<file path="src/rtl/compress_line_sequencer_if.sv">
// compress_line_sequencer_if: line/word/pack/done handshake bundle for compress_line_sequencer
//   line  : i_line_valid / o_line_ready     start a new line
//   word  : i_word_valid / o_word_ready     per-word i_code, i_length; i_flush aborts the line
//   pack  : o_pack_valid strobe with o_pack_code, o_pack_length, o_pack_offset
//   done  : o_done_valid / i_done_ready     o_total_bits, o_compressible, o_err
interface compress_line_sequencer_if #(parameter int TOT_W = 10);
  logic             i_line_valid;
  logic             o_line_ready;
  logic             i_flush;
  logic             i_word_valid;
  logic             o_word_ready;
  logic [2:0]       i_code;
  logic [5:0]       i_length;
  logic             o_pack_valid;
  logic [2:0]       o_pack_code;
  logic [5:0]       o_pack_length;
  logic [TOT_W-1:0] o_pack_offset;
  logic             o_done_valid;
  logic             i_done_ready;
  logic [TOT_W-1:0] o_total_bits;
  logic             o_compressible;
  logic             o_err;
  modport master (
    output i_line_valid, i_flush, i_word_valid, i_code, i_length, i_done_ready,
    input  o_line_ready, o_word_ready, o_pack_valid, o_pack_code, o_pack_length, o_pack_offset,
           o_done_valid, o_total_bits, o_compressible, o_err
  );
  modport slave (
    input  i_line_valid, i_flush, i_word_valid, i_code, i_length, i_done_ready,
    output o_line_ready, o_word_ready, o_pack_valid, o_pack_code, o_pack_length, o_pack_offset,
           o_done_valid, o_total_bits, o_compressible, o_err
  );
endinterface

</file>
<file path="src/rtl/compress_line_sequencer.sv">
// compress_line_sequencer: walks one cache line word by word, assigns bit offsets and totals the compressed length
//   i_clk, i_rst_n : clock, asynchronous active-low reset
//   bus            : compress_line_sequencer_if.slave (line, word, pack and done handshakes)
module compress_line_sequencer #(
  parameter int WORDS_PER_LINE = 16,
  parameter int TOT_W          = 10,
  parameter int RAW_BITS       = 512
) (
  input logic                        i_clk,
  input logic                        i_rst_n,
  compress_line_sequencer_if.slave   bus
);
  localparam int CW = $clog2(WORDS_PER_LINE);
  typedef enum logic [1:0] {IDLE, RUN, DONE} state_t;
  state_t           state_q, state_d;
  logic [TOT_W-1:0] acc_q, acc_d;
  logic [CW-1:0]    cnt_q, cnt_d;
  logic             err_q, err_d;
  logic             pack_valid_q;
  logic [2:0]       pack_code_q;
  logic [5:0]       pack_len_q;
  logic [TOT_W-1:0] pack_off_q;
  logic             accept;
  assign accept = (state_q == RUN) & bus.i_word_valid & ~bus.i_flush;
  always_comb begin
    state_d = state_q;
    acc_d   = acc_q;
    cnt_d   = cnt_q;
    err_d   = err_q;
    if (bus.i_flush) begin
      state_d = IDLE;
    end else if (state_q == IDLE && bus.i_line_valid) begin
      state_d = RUN;
      acc_d   = '0;
      cnt_d   = '0;
      err_d   = 1'b0;
    end else if (accept) begin
      acc_d   = acc_q + TOT_W'(bus.i_length);
      cnt_d   = cnt_q + 1'b1;
      err_d   = err_q | (bus.i_code[2] & bus.i_code[1]);
      state_d = (cnt_q == CW'(WORDS_PER_LINE - 1)) ? DONE : RUN;
    end else if (state_q == DONE && bus.i_done_ready) begin
      state_d = IDLE;
    end
  end
  always_ff @(posedge i_clk or negedge i_rst_n) begin
    if (!i_rst_n) begin
      state_q      <= IDLE;
      acc_q        <= '0;
      cnt_q        <= '0;
      err_q        <= 1'b0;
      pack_valid_q <= 1'b0;
      pack_code_q  <= '0;
      pack_len_q   <= '0;
      pack_off_q   <= '0;
    end else begin
      state_q      <= state_d;
      acc_q        <= acc_d;
      cnt_q        <= cnt_d;
      err_q        <= err_d;
      pack_valid_q <= accept;
      if (accept) begin
        pack_code_q <= bus.i_code;
        pack_len_q  <= bus.i_length;
        pack_off_q  <= acc_q;
      end
    end
  end
  assign bus.o_line_ready   = state_q == IDLE;
  assign bus.o_word_ready   = state_q == RUN;
  assign bus.o_pack_valid   = pack_valid_q;
  assign bus.o_pack_code    = pack_code_q;
  assign bus.o_pack_length  = pack_len_q;
  assign bus.o_pack_offset  = pack_off_q;
  assign bus.o_done_valid   = state_q == DONE;
  assign bus.o_total_bits   = acc_q;
  // only meaningful while a result is presented, so it reads 0 out of reset
  assign bus.o_compressible = (state_q == DONE) & (acc_q < TOT_W'(RAW_BITS)) & ~err_q;
  assign bus.o_err          = err_q;
endmodule
</file>
<file path="src/flat_wrapper.sv">
// flat-port wrapper written by rule: the top's interface ports become plain ports
module compress_line_sequencer_flat 
#(
  parameter int WORDS_PER_LINE = 16,
  parameter int TOT_W          = 10,
  parameter int RAW_BITS       = 512
)
  (i_clk, i_rst_n, bus_i_line_valid, bus_i_flush, bus_i_word_valid, bus_i_code, bus_i_length, bus_i_done_ready, bus_o_line_ready, bus_o_word_ready, bus_o_pack_valid, bus_o_pack_code, bus_o_pack_length, bus_o_pack_offset, bus_o_done_valid, bus_o_total_bits, bus_o_compressible, bus_o_err);
  compress_line_sequencer_if #(.TOT_W(TOT_W)) bus_i ();
  input logic i_clk;
  input logic i_rst_n;
  input wire logic [$bits(bus_i.i_line_valid)-1:0] bus_i_line_valid;
  input wire logic [$bits(bus_i.i_flush)-1:0] bus_i_flush;
  input wire logic [$bits(bus_i.i_word_valid)-1:0] bus_i_word_valid;
  input wire logic [$bits(bus_i.i_code)-1:0] bus_i_code;
  input wire logic [$bits(bus_i.i_length)-1:0] bus_i_length;
  input wire logic [$bits(bus_i.i_done_ready)-1:0] bus_i_done_ready;
  output wire logic [$bits(bus_i.o_line_ready)-1:0] bus_o_line_ready;
  output wire logic [$bits(bus_i.o_word_ready)-1:0] bus_o_word_ready;
  output wire logic [$bits(bus_i.o_pack_valid)-1:0] bus_o_pack_valid;
  output wire logic [$bits(bus_i.o_pack_code)-1:0] bus_o_pack_code;
  output wire logic [$bits(bus_i.o_pack_length)-1:0] bus_o_pack_length;
  output wire logic [$bits(bus_i.o_pack_offset)-1:0] bus_o_pack_offset;
  output wire logic [$bits(bus_i.o_done_valid)-1:0] bus_o_done_valid;
  output wire logic [$bits(bus_i.o_total_bits)-1:0] bus_o_total_bits;
  output wire logic [$bits(bus_i.o_compressible)-1:0] bus_o_compressible;
  output wire logic [$bits(bus_i.o_err)-1:0] bus_o_err;
  assign bus_i.i_line_valid = bus_i_line_valid;
  assign bus_i.i_flush = bus_i_flush;
  assign bus_i.i_word_valid = bus_i_word_valid;
  assign bus_i.i_code = bus_i_code;
  assign bus_i.i_length = bus_i_length;
  assign bus_i.i_done_ready = bus_i_done_ready;
  assign bus_o_line_ready = bus_i.o_line_ready;
  assign bus_o_word_ready = bus_i.o_word_ready;
  assign bus_o_pack_valid = bus_i.o_pack_valid;
  assign bus_o_pack_code = bus_i.o_pack_code;
  assign bus_o_pack_length = bus_i.o_pack_length;
  assign bus_o_pack_offset = bus_i.o_pack_offset;
  assign bus_o_done_valid = bus_i.o_done_valid;
  assign bus_o_total_bits = bus_i.o_total_bits;
  assign bus_o_compressible = bus_i.o_compressible;
  assign bus_o_err = bus_i.o_err;
  compress_line_sequencer #(.WORDS_PER_LINE(WORDS_PER_LINE), .TOT_W(TOT_W), .RAW_BITS(RAW_BITS)) u_core (.i_clk(i_clk), .i_rst_n(i_rst_n), .bus(bus_i));
endmodule
</file>
<file path="config.mk">
export PLATFORM = sky130hd
export DESIGN_NAME = compress_line_sequencer_flat
export DESIGN_NICKNAME = d
export VERILOG_FILES = /design/src/rtl/compress_line_sequencer_if.sv /design/src/rtl/compress_line_sequencer.sv /design/src/flat_wrapper.sv
export SDC_FILE = /design/constraint.sdc
export NUM_CORES = 1
export LEC_CHECK = 0
export CORE_UTILIZATION = 35
export DETAILED_ROUTE_END_ITERATION = 16
export GPL_TIMING_DRIVEN = 0
export PLACE_DENSITY = 0.67
export SLEW_MARGIN = 10
export SYNTH_ARGS = -nofsm -noshare
export SYNTH_HDL_FRONTEND = slang
export SYNTH_SLANG_ARGS = --single-unit
export TNS_END_PERCENT = 20
</file>
<file path="constraint.sdc">
create_clock -name i_clk -period 1.95 [get_ports i_clk]
set_input_delay 0.39 -clock i_clk [delete_from_list [all_inputs] [get_ports i_clk]]
set_output_delay 0.39 -clock i_clk [all_outputs]
set_load 0.005 [all_outputs]
</file>
# == Word level (Yosys, flattened, before mapping) ==
# Cells that the tools add are included.
# totals
elab_cells,39
output_inout_bits,35
regBits,37
# classes
n_reduce_logical,6
eq_ne,3
addsub,2
n_mux,11
n_lt_le_gt_ge,1
n_bitwise,8
# op_table
cell,n
10-bit two-way mux,2
10-bit by 6-bit adder with 10-bit output,1
"10-bit < comparator, second input constant",1
2-bit two-way mux,5
4-bit two-way mux,2
1-bit AND,5
"4-bit by 1-bit adder with 4-bit output, second input constant",1
"4-bit == test, second input constant",1
4-bit nonzero test,1
"2-bit by 1-bit == test with 1-bit output, second input constant",1
"2-bit == test, second input constant",1
1-bit logical AND,2
2-bit zero test,1
1-bit two-way mux,2
1-bit NOT,2
2-bit AND reduction,1
2-bit nonzero test,1
1-bit bitwise OR,1

# == Longest topological paths before layout ==
# Gate-level depths: netlist of the first run.
# logic_depth
depth_word,6
depth_mapped,8
ltp_nobuf,8

# == Worst setup path before layout of the first run ==
# OpenSTA, ideal clock, no wires.
# synth_path
path_kind,reg2reg
from,register u_core.acc_q[0] (netlist: u_core.bus.o_total_bits[0])
to,register u_core.acc_q[8] (netlist: u_core.bus.o_total_bits[8])
setup_time_ps,121
period_less_slack_ps,1733
arrival_ps,1612
required_ps,1829
setup_slack_ps,217
stages_incl_launch_ff,9
path_buffers,0
path_cell_list,dfrtp_1 ha_1 inv_1 fa_1 nor2b_1 o31ai_2 a211oi_2 xnor2_1 nor2_1
# synth_via
elab_chain_cells,3
# synth_lines
item,line_no,text
from (decl),compress_line_sequencer.sv:16,"logic [TOT_W-1:0] acc_q, acc_d;"
from (signal assigned),compress_line_sequencer.sv:49,acc_q <= '0;
from (signal assigned),compress_line_sequencer.sv:58,acc_q <= acc_d;
10-bit by 6-bit adder with 10-bit output,compress_line_sequencer.sv:38,acc_d = acc_q + TOT_W'(bus.i_length);
10-bit two-way mux,compress_line_sequencer.sv:37,end else if (accept) begin
10-bit two-way mux,compress_line_sequencer.sv:32,end else if (state_q == IDLE && bus.i_line_valid) begin
# No other way between the ends. The select of a mux whose other input is x is not followed.
# A chain may end at the register's enable or synchronous reset.

# == Final worst setup path of the first run ==
# layout_path
from,input bus_i_length[1]
to,register u_core.acc_q[7] (netlist: u_core.bus.o_total_bits[7])
# layout_via
elab_chain_cells,3
# layout_lines
item,line_no,text
from (decl),flat_wrapper.sv:16,input wire logic [$bits(bus_i.i_length)-1:0] bus_i_length;
10-bit by 6-bit adder with 10-bit output,compress_line_sequencer.sv:38,
10-bit two-way mux,compress_line_sequencer.sv:37,
10-bit two-way mux,compress_line_sequencer.sv:32,
# No other way between the ends. The select of a mux whose other input is x is not followed.

==> impl_metrics.ini, run 1 <==
[synthesis]
seq_area_frac_synth_pct = 52.4
avgSynthCellArea_sq_um = 9.45
ys.warnings.count = 0
synth.area.top_cells = dfrtp_1, nand2_1, ha_1, o21ai_0, nor2_1
syn_area_sq_mm = 0.00177
ys.flop_type = dfrtp_1
synth_xor_area_share_pct = 2.97
synth_fa_ha_area_share_pct = 6.09
ys_types = 38
yosys.area.top_type = dfrtp_1
synth_top_family_by_area = simple AND/OR/NAND/NOR gates
yosys.area.top_type_share_pct = 52.4
synthCells = 187
synth_enable_flop_cells = 0
synth_compound_area_share_pct = 12.4
synth_fp_nets = 210
ys_seq_elements = 37
async_flop_share_pct = 100
synthSimpleGateAreaFrac_pct = 21.8
synthMuxAreaShare_pct = 0.849

[min_path]
holdCritPathClass = input pin to async pin

[cells_and_area]
syn2layout_area_growth_pct = 41.8
stdcell_area_sq_mm = 0.00251
stdcell_count = 315
final_nets = 270
diodes = 0
drive_gt1_share_pct = 12.1

[placed_design]
placed_area_sq_mm = 0.00236
place.gp.congestion = 0.826
io_buffers = 49
dp_hpwl_um = 2980
placed_cells = 304

[detailed_routing]
detail-route-antenna-nets = 0
wire_per_inst_um = 13.3
drt_iter0_drc = 117
first_pass_iters = 4
wl_um = 4180
vias_per_cell = 4.64
via_count = 1463
drc = 0

[clocking]
cts.sinks = 37
clockRootBuffer = clkbuf_8
cts_tree = done
numCtsBuffers = 5
clk_pin_slew_worst_paths_ns = 0.07
htreeDepth = 2
clock_latency_ns = 0.28
clock_path_buffers = 2

[sta]
clock_skew_ns = 0.00284
post-route-period-util_pct = 97.2
max_freq_mhz = 528
fin_setup_tns_ns = 0
finalHoldViolCount = 0
relSlewSlack_pct = 66.6
min_period_ns = 1.90
hold_ws_ns = 0.433
final_max_slew_viol_count = 0
worstMarginPinSlew_ns = 0.501
setup_violations = 0
rsz0062_at_grt = yes

[floorplan]
start_util_pct = 36.9
dieArea_sq_mm = 0.00534
die_w_um = 73.1
die_y_um = 73.1
core_region_area_sq_mm = 0.00479
io-pin-count = 50
rows = 25

[status]
status = completed

[global_routing]
grt_pass1_vias = 1431
overflow = 0
grtUsageTotal_pct = 17.7
grt_pass1_wl_um = 7070
antenna_found_initial = 0
grt_max_degree = 36

[critical_path]
cp-start-kind = input pin
required_ns = 2.18
crit_path_cell_trace = clkdlybuf4s50_1 > ha_1 > a21o_1 > a21oi_4 > o221ai_2 > a311oi_2 > a41o_1
cp_max_fo = 4
cp.arrival_ns = 2.12
cp_slowest_stage_delay_ns = 0.51
crit_path_top_delay_cell = clkdlybuf4s50_1
critical_path_class = input pin to flop
endpoint_kind = flop

[power_and_ir_drop]
ir_worst_vdd_mv = 0.538
powerDensity_mw_per_mm2 = 922
leakage_nw = 1.15

[run]
drv_cap = 0
## cell families after synthesis
kind of cell | after synthesis
adder cells (fa/ha/maj) | 8
flip-flops | 37
multiplexers | 1
XOR/XNOR | 6
buffers and inverters | 15
AO/OA/AOI/OAI | 32
AND/OR/NAND/NOR | 88
## what timing repair did
action | 4_1_cts | 5_1_grt
hold buffers | 1 | 0
setup buffers | 1 | 1
endpoints found under the hold margin | 2 | 0
setup endpoints to repair | 4 | 2
gates resized for setup | 10 | 2
cloned | 0 | 0
pin swaps | 3 | 1
## registers in the layout, summed over array words and instances, names as in the netlist
register                  count
u_core.bus.o_pack_valid       1
u_core.bus.o_pack_length      6
u_core.bus.o_pack_code        3
u_core.bus.o_pack_offset     10
u_core.state_q                2
u_core.bus.o_err              1
u_core.bus.o_total_bits      10
u_core.cnt_q                  4
## Yosys cell counts, types with 3 or more instances
library cell  count
nor2_1           10
xnor2_1           4
nand2_1          61
nand3_1           3
nor2b_1           3
inv_1             8
clkbuf_1          3
dfrtp_1          37
a21oi_1           3
o21ai_0          14
ha_1              7
## final cells by class
cell class,count,area [sq um]
fillers,471,2280
flip-flops and latches,37,927
multi-input cells,135,826
repair buffers,53,528
well taps,67,83.8
clock buffers,8,80.1
inverters,9,33.8
plain buffers,6,28.8
## worst paths after layout
kind                                                            to                               startpoint  depth (start not counted)  slack (ns)
min reg2reg                u_core.bus.o_pack_offset[4]$_DFFE_PN0P_  u_core.bus.o_pack_offset[4]$_DFFE_PN0P_                          2        0.48
min                        u_core.bus.o_pack_offset[7]$_DFFE_PN0P_                                  i_rst_n                          2        0.43
max in group asynchronous    u_core.bus.o_pack_code[1]$_DFFE_PN0P_                                  i_rst_n                          3        1.14
min in group i_clk         u_core.bus.o_pack_offset[4]$_DFFE_PN0P_  u_core.bus.o_pack_offset[4]$_DFFE_PN0P_                          2        0.48
max                         u_core.bus.o_total_bits[7]$_DFFE_PN0P_                          bus_i_length[1]                          7        0.05
max reg2reg                 u_core.bus.o_total_bits[8]$_DFFE_PN0P_   u_core.bus.o_total_bits[0]$_DFFE_PN0P_                          8        0.15
## worst max-delay path, delay by kind of cell
family                     cells  cell delay [ns]
AOI/OAI and AO/OA              5             0.98
adders and majority gates      1             0.24
buffers and inverters          1             0.51
## cell usage in the layout (no fill, tap or decap), types with 3 or more instances in the layout
cell type        Yosys  final
nand2_1             61     61
buf_4                1      3
clkbuf_8             0      5
ha_1                 7      6
inv_1                8      8
clkdlybuf4s50_1      0     46
dfrtp_1             37     36
clkbuf_1             3      6
a21oi_1              3      3
nand3_1              3      3
o21ai_0             14     14
nor2_1              10     10
xnor2_1              4      4
buf_2                2      3
## power breakdown
group          internal [mW]  switching (mW)  leakage, nW  total [mW]
clock network          0.254           0.252       0.0395       0.506
logic                  0.447           0.337        0.625       0.784
registers              0.912           0.109        0.490        1.02
total                   1.61           0.698         1.15        2.31
## metrics by stage
step	setup WS (ns)	utilization, %	power (mW)
3_5_place_dp	-0.442	49.3	1.77
2_1_floorplan	0.217	-	1.36
3_3_place_gp	-0.406	48.9	1.75
5_1_grt	-0.0107	52.4	2.47
6_report	0.0550	52.4	2.31
4_1_cts	0.0654	51.9	2.32
## routing by layer
metal | track usage (%) | routed length, um | vias to the layer above
li1 | - | - | 739
met1 | 23.0 | 1960 | 674
met2 | 28.8 | 1960 | 43
met3 | 4.01 | 202 | 7
met4 | 6.54 | 60 | 0
met5 | 0 | 0 | -
Power figures use the tool's default switching activity.
==> inputs of run 2 (changes only) <==
Settings changed: ABC_AREA from default to 1, PLACE_DENSITY 0.67 to 0.66.
==> impl_metrics.ini, run 2 <==
[status]
status = completed

[critical_path]
worstRegToRegCells = 11
cp.depth = 2
crit_family = buffers and inverters
cp-start-kind = flop
required_ns = 1.56
crit_path_top_delay_cell = clkdlybuf4s50_1
worst-path-buf-inv = 1
crit_path_cell_trace = nor2_2 > clkdlybuf4s50_1
cp_max_fo = 5
endpoint_kind = output pin
worstSetupStartpoint = u_core.state_q[0]$_DFFE_PN0P_
cp_slowest_stage_delay_ns = 0.53
r2r-start = u_core.bus.o_total_bits[0]$_DFFE_PN0P_
critical_path_class = flop to output pin
cp.arrival_ns = 1.47

[min_path]
holdCritPathClass = input pin to async pin

[global_routing]
antenna_found_initial = 0
grt_max_degree = 37
overflow = 0
grt_pass1_wl_um = 7320
grtUsageTotal_pct = 18.0
grt_pass1_vias = 1504

[power_and_ir_drop]
seqPwrFrac_pct = 41.2
intPower_mw = 1.87
p_clk_share_pct = 21.5
powerDensity_mw_per_mm2 = 1090
leakage_nw = 1.23
ir_worst_vdd_mv = 0.516
combPwrFrac_pct = 37.2
p_sw_share_pct = 32.1
switchingPower_uw = 882

[floorplan]
core_region_area_sq_mm = 0.00488
start_util_pct = 37.4
die_w_um = 74.2
io-pin-count = 50
rows = 25
die_y_um = 74.2
dieArea_sq_mm = 0.00550

[clocking]
cts_tree = done
clock_path_buffers = 2
htreeDepth = 2
clock_latency_ns = 0.29
cts.sinks = 37
clockRootBuffer = clkbuf_8
clk_pin_slew_worst_paths_ns = 0.07
numCtsBuffers = 5

[synthesis]
yosys.area.top_type_share_pct = 50.8
yosys.area.top_type = dfrtp_1
yosysMostFrequentCell = nand2_1
synth_top_family_by_area = simple AND/OR/NAND/NOR gates
ys_types = 29
synth_compound_area_share_pct = 8.57
synth_enable_flop_cells = 0
seq_area_frac_synth_pct = 50.8
synth_xor_area_share_pct = 0.960
synthMuxAreaShare_pct = 0
synth_fa_ha_area_share_pct = 5.90
synth_fp_nets = 239
ys.warnings.count = 0
synthCells = 216
synthSimpleGateAreaFrac_pct = 27.4
async_flop_share_pct = 100
synth.area.top_cells = dfrtp_1, nand2_1, ha_1, inv_1, o21ai_0
avgSynthCellArea_sq_um = 8.45
syn_area_sq_mm = 0.00182
yosys-top-cells-count = nand2_1, dfrtp_1, inv_1
ys.flop_type = dfrtp_1
ys_seq_elements = 37

[cells_and_area]
final_nets = 297
syn2layout_area_growth_pct = 38.5
stdcell_count = 342
stdcell_area_sq_mm = 0.00253
diodes = 0
drive_gt1_share_pct = 8.36
layout_common_cells = nand2_1, clkdlybuf4s50_1, dfrtp_1, inv_1, nor2_1
final_common_cell = nand2_1
fin_util_pct = 51.8

[sta]
final_max_slew_viol_count = 0
min_period_ns = 1.86
fin_setup_tns_ns = 0
relSlewSlack_pct = 66.8
rsz0062_at_grt = yes
finalHoldViolCount = 0
post-route-period-util_pct = 95.6
max_freq_mhz = 536
clock_skew_ns = 0.00247
worstMarginPinSlew_ns = 0.498
setup_violations = 0
setup_slack_ns = 0.0855

[detailed_routing]
first_pass_iters = 4
drt_iter0_drc = 89
drc = 0
wl_um = 4320
detail-route-antenna-nets = 0
wire_per_inst_um = 12.6
vias_per_cell = 4.73
via_count = 1618

[run]
drv_cap = 0

[placed_design]
io_buffers = 49
dp_slack_ns = -0.308
placed_area_sq_mm = 0.00241
dp_hpwl_um = 3110
placed_cells = 333
place.gp.congestion = 0.825
-- run 2: changes by cell type after synthesis, sizes merged, moves of 3 or more --
cell	previous run	this run
xnor2	4	1
nand4	2	6
nand2	62	75
a21oi	4	8
nor2b	4	0
nor2	11	17
inv	9	23
nand3	3	9
-- run 2: timing repair --
action,4_1_cts,5_1_grt
buffers inserted,0,0
resized for setup,3,2
hold endpoints to repair,1,0
hold buffers,1,0
endpoints found under the setup margin,2,2
-- run 2: path summary, 6_finish.rpt --
path	to	slack [ns]
max	bus_o_line_ready	0.09
min in group i_clk	u_core.bus.o_pack_code[1]$_DFFE_PN0P_	0.48
max in group asynchronous	u_core.state_q[0]$_DFFE_PN0P_	1.13
min	u_core.bus.o_pack_offset[1]$_DFFE_PN0P_	0.43
min reg2reg	u_core.bus.o_pack_code[1]$_DFFE_PN0P_	0.48
max reg2reg	u_core.bus.o_total_bits[8]$_DFFE_PN0P_	0.24
-- run 2: area by class of cell --
type,count,area (sq um)
clock inverter,1,5.00
multi-input combinational,151,785
inverter,23,86.3
clock buffer,7,96.3
sequential,37,927
timing repair buffer,51,513
buffer,5,30.0
fill,498,2350
tap,67,83.8
-- run 2: worst register-to-register path: cells and delay by family (launching register included) --
family	cells	cell delay, ns
buf+inv	2	0.14
fa+ha+maj	2	0.56
simple gates	7	0.50
flops	1	0.40
-- run 2: kinds of logic (layout without fill, tap and decap cells) --
family,Yosys count,in the layout
XOR/XNOR,2,2
AO/OA/AOI/OAI,29,29
AND/OR/NAND/NOR,112,112
adder cells (fa/ha/maj),8,8
flip-flops,37,37
buffers and inverters,28,87
-- run 2: routing by layer --
metal / part of all wire, % / global-route usage (%)
met5: 0 / 0
met4: 1.3 / 7.05
met2: 47 / 28.0
met3: 3.4 / 3.79
met1: 49 / 24.5
-- run 2: power groups by stage --
stage	sequential (mW)	combinational, mW	clock (mW)
finish	1.13	1.02	0.593
global route	1.17	1.15	0.645
CTS	1.13	1.03	0.617
detailed placement	1.15	1.02	0
global placement	1.14	1.00	0
floorplan	1.14	0.474	0
-- run 2: per-stage QoR --
step	total power, mW	hold WS (ns)
6_report	2.75	0.431
4_1_cts	2.79	0.399
3_5_place_dp	2.17	0.191
2_1_floorplan	1.62	0.0944
3_3_place_gp	2.14	0.461
5_1_grt	2.96	0.427
